[src/rtl/if_pc_gen_pkg.sv]
// Shared defaults for the fetch-stage PC generator.
// Holds the default address width, sequential step and the reset/exception vectors
// used by if_pc_gen and its incrementer.
package if_pc_gen_pkg;

  localparam int          PC_ADDR_W    = 32;
  localparam int          PC_STEP      = 4;
  localparam logic [31:0] PC_RESET_VEC = 32'h0000_0000;
  localparam logic [31:0] PC_EXC_VEC   = 32'h0000_0180;

endpackage

[src/rtl/if_pcadd_n.sv]
// Purpose: PC + STEP incrementer, wraps modulo 2^ADDR_W.
// Latency: purely combinational.
// Backpressure: none; no flow control.
// Ports: addr (current PC), addr_inc (addr + STEP).
module if_pcadd_n #(
  parameter int ADDR_W = 32,
  parameter int STEP   = 4
) (
  input  logic [ADDR_W-1:0] addr,
  output logic [ADDR_W-1:0] addr_inc
);

  // The carry out of the top bit is dropped, which gives the modulo wrap.
  assign addr_inc = addr + ADDR_W'(STEP);

endmodule

[src/rtl/if_pc_gen.sv]
// Purpose: fetch-stage program counter with exception, redirect and stall handling.
// Latency: every PC change is visible on o_addr_pc one cycle after its cause.
// Backpressure: i_stall holds the PC; a redirect seen while stalled is parked and
//   applied on the first unstalled cycle (a later redirect overwrites it).
// Ports: i_clk/i_rst (sync active-high), i_stall, i_exc, i_redirect, i_addr_target;
//   o_addr_pc (registered PC), o_addr_pcadd4 (PC + STEP), o_valid, o_misalign.
module if_pc_gen
  import if_pc_gen_pkg::*;
#(
  parameter int                ADDR_W    = PC_ADDR_W,
  parameter int                STEP      = PC_STEP,
  parameter logic [ADDR_W-1:0] RESET_VEC = ADDR_W'(PC_RESET_VEC),
  parameter logic [ADDR_W-1:0] EXC_VEC   = ADDR_W'(PC_EXC_VEC)
) (
  input  logic              i_clk,
  input  logic              i_rst,
  input  logic              i_stall,
  input  logic              i_exc,
  input  logic              i_redirect,
  input  logic [ADDR_W-1:0] i_addr_target,
  output logic [ADDR_W-1:0] o_addr_pc,
  output logic [ADDR_W-1:0] o_addr_pcadd4,
  output logic              o_valid,
  output logic              o_misalign
);

  // Bits below log2(STEP); all zero when STEP is 1.
  localparam logic [ADDR_W-1:0] LOW_MASK = ADDR_W'(STEP - 1);

  logic [ADDR_W-1:0] pc_q;
  logic [ADDR_W-1:0] pc_nxt;
  logic [ADDR_W-1:0] pc_inc;
  logic [ADDR_W-1:0] pend_addr_q;
  logic [ADDR_W-1:0] pend_addr_nxt;
  logic              pend_vld_q;
  logic              pend_vld_nxt;
  logic              valid_q;
  logic              misalign_q;
  logic [ADDR_W-1:0] target_masked;
  logic              target_misaligned;

  if_pcadd_n #(
    .ADDR_W (ADDR_W),
    .STEP   (STEP)
  ) u_pcadd (
    .addr     (pc_q),
    .addr_inc (pc_inc)
  );

  assign target_masked     = i_addr_target & ~LOW_MASK;
  assign target_misaligned = |(i_addr_target & LOW_MASK);

  // Priority: exception, redirect, parked redirect, stall, sequential.
  // Reset is handled in the register block and overrides all of this.
  always_comb begin
    pc_nxt        = pc_q;
    pend_addr_nxt = pend_addr_q;
    pend_vld_nxt  = pend_vld_q;
    if (i_exc) begin
      pc_nxt       = EXC_VEC;
      pend_vld_nxt = 1'b0;
    end else if (i_redirect) begin
      if (i_stall) begin
        // Park the target; a newer redirect in the same stall replaces it.
        pend_addr_nxt = target_masked;
        pend_vld_nxt  = 1'b1;
      end else begin
        pc_nxt       = target_masked;
        pend_vld_nxt = 1'b0;
      end
    end else if (pend_vld_q && !i_stall) begin
      pc_nxt       = pend_addr_q;
      pend_vld_nxt = 1'b0;
    end else if (!i_stall) begin
      pc_nxt = pc_inc;
    end
  end

  always_ff @(posedge i_clk) begin
    if (i_rst) begin
      pc_q        <= RESET_VEC;
      pend_addr_q <= '0;
      pend_vld_q  <= 1'b0;
      valid_q     <= 1'b0;
      misalign_q  <= 1'b0;
    end else begin
      pc_q        <= pc_nxt;
      pend_addr_q <= pend_addr_nxt;
      pend_vld_q  <= pend_vld_nxt;
      valid_q     <= 1'b1;
      // An exception swallows a simultaneous redirect, so that target is never accepted.
      misalign_q  <= i_redirect && !i_exc && target_misaligned;
    end
  end

  assign o_addr_pc     = pc_q;
  assign o_addr_pcadd4 = pc_inc;
  assign o_valid       = valid_q;
  assign o_misalign    = misalign_q;

endmodule

[config.mk]
export PLATFORM = sky130hd
export DESIGN_NAME = if_pc_gen
export DESIGN_NICKNAME = d
export VERILOG_FILES = /design/src/rtl/if_pc_gen_pkg.sv /design/src/rtl/if_pcadd_n.sv /design/src/rtl/if_pc_gen.sv
export SDC_FILE = /design/constraint.sdc
export NUM_CORES = 1
export LEC_CHECK = 0
export CELL_PAD_IN_SITES_DETAIL_PLACEMENT = 0
export CELL_PAD_IN_SITES_GLOBAL_PLACEMENT = 1
export CORE_UTILIZATION = 33
export CTS_BUF_LIST = sky130_fd_sc_hd__clkbuf_4
export CTS_CLUSTER_SIZE = 30
export DETAILED_ROUTE_END_ITERATION = 10
export PLACE_DENSITY = 0.78
export SYNTH_ARGS = -nofsm -noshare
export SYNTH_HDL_FRONTEND = slang
export SYNTH_HIERARCHICAL = 1
export SYNTH_SLANG_ARGS = --single-unit
export TNS_END_PERCENT = 30
[constraint.sdc]
create_clock -name i_clk -period 2.1 [get_ports i_clk]
set_clock_uncertainty 0.1 [all_clocks]
set_input_delay 0.21 -clock i_clk [delete_from_list [all_inputs] [get_ports i_clk]]
set_output_delay 0.21 -clock i_clk [all_outputs]
set_load 0.02 [all_outputs]
* Yosys cells after proc, flatten, opt, wreduce, memory -nomap -nowiden *
Cells that the tools add are included.

operators by class
  equality and inequality tests = 4
  muxes and demuxes = 9
  reduce and logical (&&, ||, !) cells = 11
  add/sub/neg operators = 1
  bitwise logic cells = 1

operators by type and width
  kind                   count
  $mux 32                4
  $add 32x3->32 const B  1
  $mux 9                 1
  $mux 1                 4
  $reduce_and 2->1       2
  $reduce_or 2->1        2
  $logic_and 1x1->1      3
  $ne 3x1->1 const B     1
  $ne 3x3->1 const B     1
  $reduce_and 3->1       1
  $logic_not 1->1        2
  $ne 2x1->1 const B     1
  $ne 2x2->1 const B     1
  $reduce_bool 2->1      1
  $not 1->1              1

word-level totals
  output and inout bits = 66
  register bits = 65
  logic and storage cells = 32

* Depth between registers and ports, before layout *
Gate-level depths: netlist (run 1).

  depth after elaboration = 5
  depth in mapped cells = 7
  mapped depth without buffers = 7

* Cells and area by module *
The synthesis (run 1) kept the hierarchy.

modules (own cells, without submodules)
  module      cells an instance  area each (um^2)  times used
  if_pc_gen   323                3095.5            1
  if_pcadd_n  83                 580.6             1

* Worst setup path before layout (run 1) *
OpenSTA, ideal clock, no wires.

  kind = flip-flop to flip-flop
  from = register pc_q[2], in the netlist o_addr_pc[2]
  to = register pc_q[24], in the netlist o_addr_pc[24]
  setup time = 103 ps
  arrival = 2361 ps
  setup slack = -465 ps
  stages on the path, launching flop included = 8
  path buffers = 0
  cell sequence = dfxtp_1 -> ha_1 -> nand3_1 -> nor4_4 -> nand4_1 -> xnor2_1 -> mux2i_1 -> a2111oi_2

on the way
  word-level cells in the longest chain between the ends = 4

ends and longest elaborated chain
  item                    line              text
  start, declared         if_pc_gen.sv:30   logic [ADDR_W-1:0] pc_q;
  start signal, assigned  if_pc_gen.sv:87   pc_q <= pc_nxt;
  $add 32x3->32           if_pcadd_n.sv:14  assign addr_inc = addr + ADDR_W'(STEP);
  net o_addr_pcadd4[24]   if_pc_gen.sv:22   output logic [ADDR_W-1:0] o_addr_pcadd4,
  $mux 32                 if_pc_gen.sv:74   end else if (!i_stall) begin
  $mux 32                 if_pc_gen.sv:71   end else if (pend_vld_q && !i_stall) begin
  $mux 32                 if_pc_gen.sv:62   end else if (i_redirect) begin

The timed path passes the listed nets, and every way through them passes these cells. The select of a mux whose other input is x is not followed.
A chain may end at the register's enable or synchronous reset.

* Worst setup path in the final report (run 1) *
  from = register pc_q[3], in the netlist o_addr_pc[3]
  to = output port o_addr_pcadd4[25]

on the way
  word-level cells in the longest chain between the ends = 1

ends and longest elaborated chain
  item           line
  $add 32x3->32  if_pcadd_n.sv:14
  end, declared  if_pc_gen.sv:22

Every way passes these cells.

==> results of run 1 <==
[path summary, 6_finish.rpt]
| path | slack, ns | end | cells past startpoint |
|---|---|---|---|
| max | -0.25 | o_addr_pcadd4[25] | 8 |
| min | 0.16 | o_addr_pc[7] | 3 |
| max reg2reg | -0.05 | o_addr_pc[21] | 10 |
| min reg2reg | 0.36 | pend_addr_q[13] | 2 |
[flip-flops by register name (all words and copies together), names as in the netlist]
name         cells
o_addr_pc       32
pend_addr_q     30
o_misalign       1
o_valid          1
pend_vld_q       1
[metrics by stage]
step | util | TNS [ns] | setup WS [ns] | hold WS, ns | power, µW
after floorplan | - | -1.44 | -0.150 | 0.246 | 1680
after global placement | 0.495 | -4.20 | -0.275 | 0.341 | 1970
after detailed placement | 0.495 | -4.88 | -0.348 | 0.348 | 1980
after CTS | 0.512 | -3.08 | -0.243 | 0.109 | 2800
after global routing | 0.531 | -7.61 | -0.428 | 0.150 | 2920
final | 0.531 | -2.83 | -0.248 | 0.157 | 2790
[layout by cell type, fill, tap and decap left out, types with 5 or more instances in the layout]
master                            netlist  routed
sky130_fd_sc_hd__buf_4                 11      97
sky130_fd_sc_hd__clkinv_1               0       5
sky130_fd_sc_hd__nor3b_1               28      28
sky130_fd_sc_hd__nor2_1                12       8
sky130_fd_sc_hd__mux2i_1               28      26
sky130_fd_sc_hd__buf_6                  3       6
sky130_fd_sc_hd__clkbuf_4               0      10
sky130_fd_sc_hd__nand4_1                9       9
sky130_fd_sc_hd__a2111oi_2             27      28
sky130_fd_sc_hd__a21oi_1               34      34
sky130_fd_sc_hd__dfxtp_4                0       7
sky130_fd_sc_hd__xnor2_2                0      18
sky130_fd_sc_hd__clkdlybuf4s50_1        0      72
sky130_fd_sc_hd__nand2_1               72      71
sky130_fd_sc_hd__nor2b_1               28      28
sky130_fd_sc_hd__dfxtp_2                0       8
sky130_fd_sc_hd__dfxtp_1               65      50
[power groups by stage]
stage          combinational (µW)  sequential (µW)  clock (µW)
6_report                      654             1310         821
5_1_grt                       697             1320         903
4_1_cts                       643             1310         842
3_5_place_dp                  640             1340           0
3_3_place_gp                  636             1340           0
2_1_floorplan                 287             1390           0
[metal layers]
metal	GRT usage	part of all wire	routed length, µm	up-vias
li1	-	-	-	1760
met1	0.265	0.45	5160	1752
met2	0.338	0.49	5660	98
met3	0.0309	0.046	534	13
met4	0.0900	0.015	178	0
met5	0	0	0	-
[critical path: cells and delay by family (launching register included)]
family | cells | cell delay [ns]
buffers and inverters | 4 | 0.64
XOR/XNOR | 1 | 0.19
AND/OR/NAND/NOR | 3 | 0.44
flip-flops | 1 | 0.37
[timing repair]
item                                    CTS  global route
resized for setup                       142            26
hold buffers                              0             0
endpoints found under the setup margin   34            42
setup buffers                             7            12
pin swaps                                19            18
[logic make-up after synthesis]
family / after synthesis / synth area share
flops: 65 / 0.354
simple gates: 180 / 0.271
buf+inv: 36 / 0.0575
compound gates: 66 / 0.165
fa+ha+maj: 1 / 0.00340
mux: 30 / 0.0824
xor+xnor: 28 / 0.0667
[final cells by class]
class | count | share of cell area
multi-input cells | 305 | 0.434
clock inverters | 6 | 0.00847
flip-flops and latches | 65 | 0.232
diodes | 1 | 0.000434
clock buffers | 10 | 0.0130
repair buffers | 184 | 0.279
well taps | 140 | 0.0304
inverters | 3 | 0.00195
==> impl_summary.txt, run 1 <==
----------------------------------------------------
[Status]
  Status ... complete, but fails checks
  Violations in the final reports ... negative setup slack

[STA]
  Achievable frequency ... 0.426 GHz
  # setup viols final ... 24
  Worst slew pin tran ... 0.619 ns
  RSZ-0062 raised after global routing ... true
  Final slew viol count ... 0
  Slew headroom ... 0.588
  Hold Vio Cnt, Final ... 0
  Fin worst setup slack ... -0.248 ns
  Fin crit period ... 2.35 ns
  Portion of the clock cycle consumed by the worst path in the final layout ... 1.12

[Global routing]
  Maximum number of pins on one net before global-route repair ... 34
  Via count of the first global-routing pass ... 3,579
  Number of antenna violations at the first check in global routing ... 1
  Total GRT Usage ... 0.205
  Remaining Overflow, GRT ... 0
  Wire length of the first global-routing pass ... 18,200 µm

[Pwr]
  Share of total power in combinational logic ... 0.235
  Leakage power ... 0.00218 µW
  Part of the power in the clock network ... 0.295
  Internal power ... between 1500 and 2000 µW
  Worst IR drop on VDD ... between 0.0002 and 0.00025 V
  Switching share of power ... 0.300
  Sequential fraction of design power ... 0.471
  Switching power ... approximately 830 µW
  Ratio of total power to cell area ... a little under 500 nW/µm²

[Worst setup path]
  Crit Path Max Fanout ... 7
  Worst setup path category ... reg2out
  Critical-path top delay cell ... sky130_fd_sc_hd__dfxtp_4
  First element of the critical path ... o_addr_pc[3]
  Delay of the slowest cell on the worst path ... 0.37 ns
  Cell chain of the critical path ... nand4_1 -> buf_4 -> nor4_4 -> buf_6 -> buf_12 -> nand4_1 -> xnor2_2 -> buf_4
  Crit Reg-Reg Startpoint ... o_addr_pc[3]
  Data required, critical path ... about 1.8 ns
  Endpoint class of the critical path ... output pin
  Crit path DAT ... between 2 and 2.5 ns
  Launching element type of the critical path ... register

[Layout]
  Design area ... ~5800 µm²
  Final Non-Filler Cells ... 714
  # fillers ... 1,031
  Area growth, synth to finish ... 56.7%
  NumNets Final ... about 610
  Sequential cell area in the final layout ... 1340 µm²
  Fraction of layout instances using a drive strength above 1 ... 0.372
  Area of combinational cells with multiple inputs ... 2500 µm²

[CTS]
  Reg clk slew, reported paths ... approximately 0.10 ns
  TritonCTS Sinks ... 65
  Buffer levels on the longest clock path ... 2
  Number of clock buffers inserted by TritonCTS ... 9
  Clock H-tree levels ... 3
  Clock latency of the later-clocked register in the worst-skew pair ... about 0.42 ns
  Buffer cell driving the clock tree root ... sky130_fd_sc_hd__clkbuf_4
  CTS tree ... yes

[Die]
  Width of the chip ... about 110 µm
  Effective utilization at floorplan ... 0.339
  Die boundary height ... ~110 µm
  Number of placed I/O pins ... around 100
  Std-Cell Core Area ... about 11,000 µm²
  Floorplan die area ... about 12,000 µm²
  Floorplan row count ... 38

[Detailed routing]
  Number of nets still failing antenna checks after routing ... 0
  Via count ... between 3,000 and 4,000
  1st-pass router iterations ... 4
  Average wire length per cell after detail routing ... approximately 16 µm
  Total wire length ... 11,500 µm
  DR DRC count ... 0
  Number of DRC violations after detailed-routing iteration 0 ... 166
  Vias/cell ... 5.07

[Placement]
  Placement Cell Area ... approximately 5400 µm²
  Cell Count Post-Placement ... around 680
  Port-buffer cells ... about 100
  Routability cong. ... a little under 0.8
  Post-DP HPWL ... 7890 µm

[Logic synthesis]
  Post-synth cell types ... 35
  Avg Synthesized Cell Area ... roughly 9.1 µm²
  Proportion of synthesized chip area in sequential cells ... 0.354
  Share of synthesized registers carrying an async set or reset ... 0
  Number of enable-type register cells in the synthesized netlist ... 0
  Most used flip-flop cell after synthesis ... sky130_fd_sc_hd__dfxtp_1
  Synth top area share ... 0.354
  Ranking of synthesized cells by instance count ... sky130_fd_sc_hd__nand2_1, sky130_fd_sc_hd__dfxtp_1, sky130_fd_sc_hd__a21oi_1
  Syn Nets ... ~440
  Leading post-synthesis cells by cell area ... sky130_fd_sc_hd__dfxtp_1, sky130_fd_sc_hd__a2111oi_2, sky130_fd_sc_hd__mux2i_1
  Most frequent cell after synthesis ... sky130_fd_sc_hd__nand2_1
  Synthesized area ... between 3000 and 4000 µm²
  Largest area contributor in the synthesized netlist ... sky130_fd_sc_hd__dfxtp_1
  Gate count of the mapped netlist ... 406
  Count of yosys warnings during synthesis ... 6
  Number of storage elements in the synthesis netlist ... 65

[Job]
  Max Cap Viol ... 0

[Worst hold path]
  Startpoint of the tightest hold check path ... i_stall
  Worst hold path class ... in2reg

----------------------------------------------------
(Power assumes the default switching activity.)
==> run 2, diff against run 1 <==
- TNS_END_PERCENT: 30 -> 1
==> impl_summary.txt, run 2 (synthesis results as in run 1) <==
----------------------------------------------------
[Global routing]
  Remaining Overflow, GRT ... 0 (unchanged)
  Via count of the first global-routing pass ... 3,523 (-1.6%)
  Met1 track demand over resource ... 0.271 (+0.00563)
  Total GRT Usage ... 0.205 (about the same)
  Global route hottest layer ... met2
  Met3 track demand over resource in global routing ... 0.0363 (+0.00545)
  Number of antenna violations at the first check in global routing ... 1 (unchanged)
  Maximum number of pins on one net before global-route repair ... 38 (+12%)
  Met2 capacity usage during global routing ... 0.340 (+0.00137)
  Wire length of the first global-routing pass ... 18,300 µm (+0.31%)

[Detailed routing]
  DR DRC count ... 0 (unchanged)
  Vias/cell ... 5.05 (-0.41%)
  Average wire length per cell after detail routing ... 16.7 µm (+3.6%)
  Via count ... 3,497 (-3.5%)
  1st-pass router iterations ... 4 (unchanged)
  Number of DRC violations after detailed-routing iteration 0 ... 120 (-28%)
  Number of nets still failing antenna checks after routing ... 0 (unchanged)
  Total wire length ... 11,600 µm (+0.36%)

[STA]
  RSZ-0062 raised after global routing ... true
  Hold Vio Cnt, Final ... 0 (unchanged)
  Slew headroom ... 0.583 (-0.00427)
  Fin crit period ... 2.26 ns (-0.0846 ns)
  Portion of the clock cycle consumed by the worst path in the final layout ... 1.08 (-0.0403)
  Achievable frequency ... 0.442 GHz (+3.7%)
  # setup viols final ... 20 (-17%)
  Fin worst setup slack ... -0.163 ns (+0.0846 ns)
  Worst slew pin tran ... 0.625 ns (+0.00641 ns)
  Final slew viol count ... 0 (unchanged)
  Setup TNS ... -1.67 ns (+1.17 ns)

[CTS]
  TritonCTS Sinks ... 65 (unchanged)
  Buffer cell driving the clock tree root ... sky130_fd_sc_hd__clkbuf_4
  Buffer levels on the longest clock path ... 2 (unchanged)
  Number of clock buffers inserted by TritonCTS ... 9 (unchanged)
  Reg clk slew, reported paths ... 0.11 ns (about the same)
  Clock latency of the later-clocked register in the worst-skew pair ... 0.41 ns (about the same)
  Clock H-tree levels ... 3 (unchanged)
  CTS tree ... yes

[Placement]
  Routability cong. ... 0.778 (-1.2%)
  Post-DP HPWL ... 7870 µm (-0.25%)
  Post-Place Worst Slack ... -0.305 ns (+0.0433 ns)
  Cell Count Post-Placement ... 674 (-0.59%)
  Port-buffer cells ... 102 (unchanged)

[Worst setup path]
  Path depth of the worst reg2reg path ... 7 (-3)
  Crit Path Max Fanout ... 8 (+1)
  Worst setup path category ... reg2out
  Crit path DAT ... 1.95 ns (-0.09 ns)
  Endpoint class of the critical path ... output pin
  First element of the critical path ... o_addr_pc[10]
  Data required, critical path ... 1.79 ns (about the same)
  Flop-to-flop setup slack ... 0.08 ns (+0.13 ns)
  Crit Reg-Reg Startpoint ... o_addr_pc[10]
  Launching element type of the critical path ... register
  Endpoint of the worst register-to-register path ... o_addr_pc[27]

[Layout]
  NumNets Final ... 584 (-3.6%)
  Area growth, synth to finish ... 51.2%
  # fillers ... 1,036 (+0.48%)
  Most used cells in the layout excluding fill and tap cells ... sky130_fd_sc_hd__clkdlybuf4s50_1, sky130_fd_sc_hd__buf_4, sky130_fd_sc_hd__nand2_1
  Fraction of layout instances using a drive strength above 1 ... 0.341 (-0.0305)
  Max reg flops ... 32 (unchanged)
  Final Non-Filler Cells ... 692 (-3.1%)
  Core occupancy in the finished layout ... 0.513 (-0.0188)

[Die]
  Floorplan row count ... 38 (unchanged)
  Floorplan die area ... 11,600 µm² (unchanged)
  Effective utilization at floorplan ... 0.339 (unchanged)
  Die boundary height ... 108 µm (unchanged)
  Number of placed I/O pins ... 103 (unchanged)
  Std-Cell Core Area ... 10,800 µm² (unchanged)
  Width of the chip ... 108 µm (unchanged)

[Worst hold path]
  Startpoint of the tightest hold check path ... i_addr_target[2]
  Worst hold path class ... in2reg
  Worst Hold Path Cells ... 3 (unchanged)
  Endpoint of the worst hold-timing path ... pend_addr_q[2]

[Pwr]
  Part of the power in the clock network ... 0.268 (-0.027)
  Switching power ... 828 µW (-0.75%)
  Switching share of power ... 0.310 (+0.0104)
  Worst IR drop on VDD ... 0.000187 V (-14%)
  Share of total power in combinational logic ... 0.241 (+0.006)
  Sequential fraction of design power ... 0.491 (+0.020)
  Leakage power ... 0.00208 µW (-4.3%)
  Ratio of total power to cell area ... 481 nW/µm² (-0.56%)
  Internal power ... 1840 µW (-5.5%)

[Status]
  Violations in the final reports ... negative setup slack
  Status ... complete, but fails checks

[Job]
  Max Cap Viol ... 0 (unchanged)

----------------------------------------------------
[run 2: cell types whose count changed in the layout (fill, tap and decap cells not counted), moves of 3 or more]
cell,before,now
sky130_fd_sc_hd__clkinv_1,5,2
sky130_fd_sc_hd__clkinv_2,0,3
sky130_fd_sc_hd__dfxtp_4,7,4
sky130_fd_sc_hd__buf_4,97,73
sky130_fd_sc_hd__dfxtp_2,8,11
sky130_fd_sc_hd__nand3_1,4,7
[run 2: worst max-delay path by stage]
stage | endpoint | slack, ns | depth (start not counted)
6_report | o_addr_pcadd4[31] | -0.16 | 6
5_1_grt | o_addr_pcadd4[31] | -0.27 | 6
4_1_cts | o_addr_pcadd4[10] | -0.25 | 8
3_5_place_dp | o_addr_pcadd4[31] | -0.30 | 6
3_3_place_gp | o_addr_pcadd4[24] | -0.25 | 7
2_1_floorplan | o_addr_pc[24] | -0.15 | 7
[run 2: per-layer routing]
layer	up-vias	share of wire	wire [µm]
met3	14	0.046	533
met2	88	0.48	5540
met5	-	0	0
met4	0	0.014	157
li1	1709	-	-
met1	1686	0.46	5340
[run 2: cell type report]
cell class                      instances  area, µm²  share of cell area
Clock inverter                          5       22.5             0.00405
Multi-Input combinational cell        305       2470               0.444
Sequential cell                        65       1330               0.239
Clock buffer                           11       82.6              0.0149
Timing Repair Buffer                  162       1460               0.263
Inverter                                3       11.3             0.00203
Antenna cell                            1       2.50            0.000450
Tap cell                              140        175              0.0315
[run 2: worst max-delay path: stages, from the launching register on]
cell and delay (ns):
sky130_fd_sc_hd__dfxtp_2 0.36, sky130_fd_sc_hd__nand4_4 0.16, sky130_fd_sc_hd__nor4_4 0.29, sky130_fd_sc_hd__buf_6 0.18, sky130_fd_sc_hd__nand4_1 0.15, sky130_fd_sc_hd__xnor2_2 0.23
sky130_fd_sc_hd__buf_4 0.18
[run 2: timing repair]
item / CTS / global route
hold buffers: 0 / 0
pin swaps: 16 / 10
buffers inserted: 0 / 1
gates resized for setup: 119 / 40
endpoints found under the setup margin: 37 / 34
[run 2: power by group through the flow]
stage / Clock, µW / Combinational [µW] / Sequential, µW
floorplan: 0 / 287 / 1390
global placement: 0 / 639 / 1340
detailed placement: 0 / 643 / 1340
CTS: 733 / 635 / 1310
global route: 784 / 685 / 1320
finish: 716 / 643 / 1310
[run 2: metrics by stage]
stage | hold WS, ns | power [µW] | area (µm²)
2_1_floorplan | 0.246 | 1680 | 3880
3_3_place_gp | 0.342 | 1980 | 5360
3_5_place_dp | 0.347 | 1980 | 5360
4_1_cts | 0.257 | 2680 | 5450
5_1_grt | 0.264 | 2790 | 5560
6_report | 0.266 | 2670 | 5560
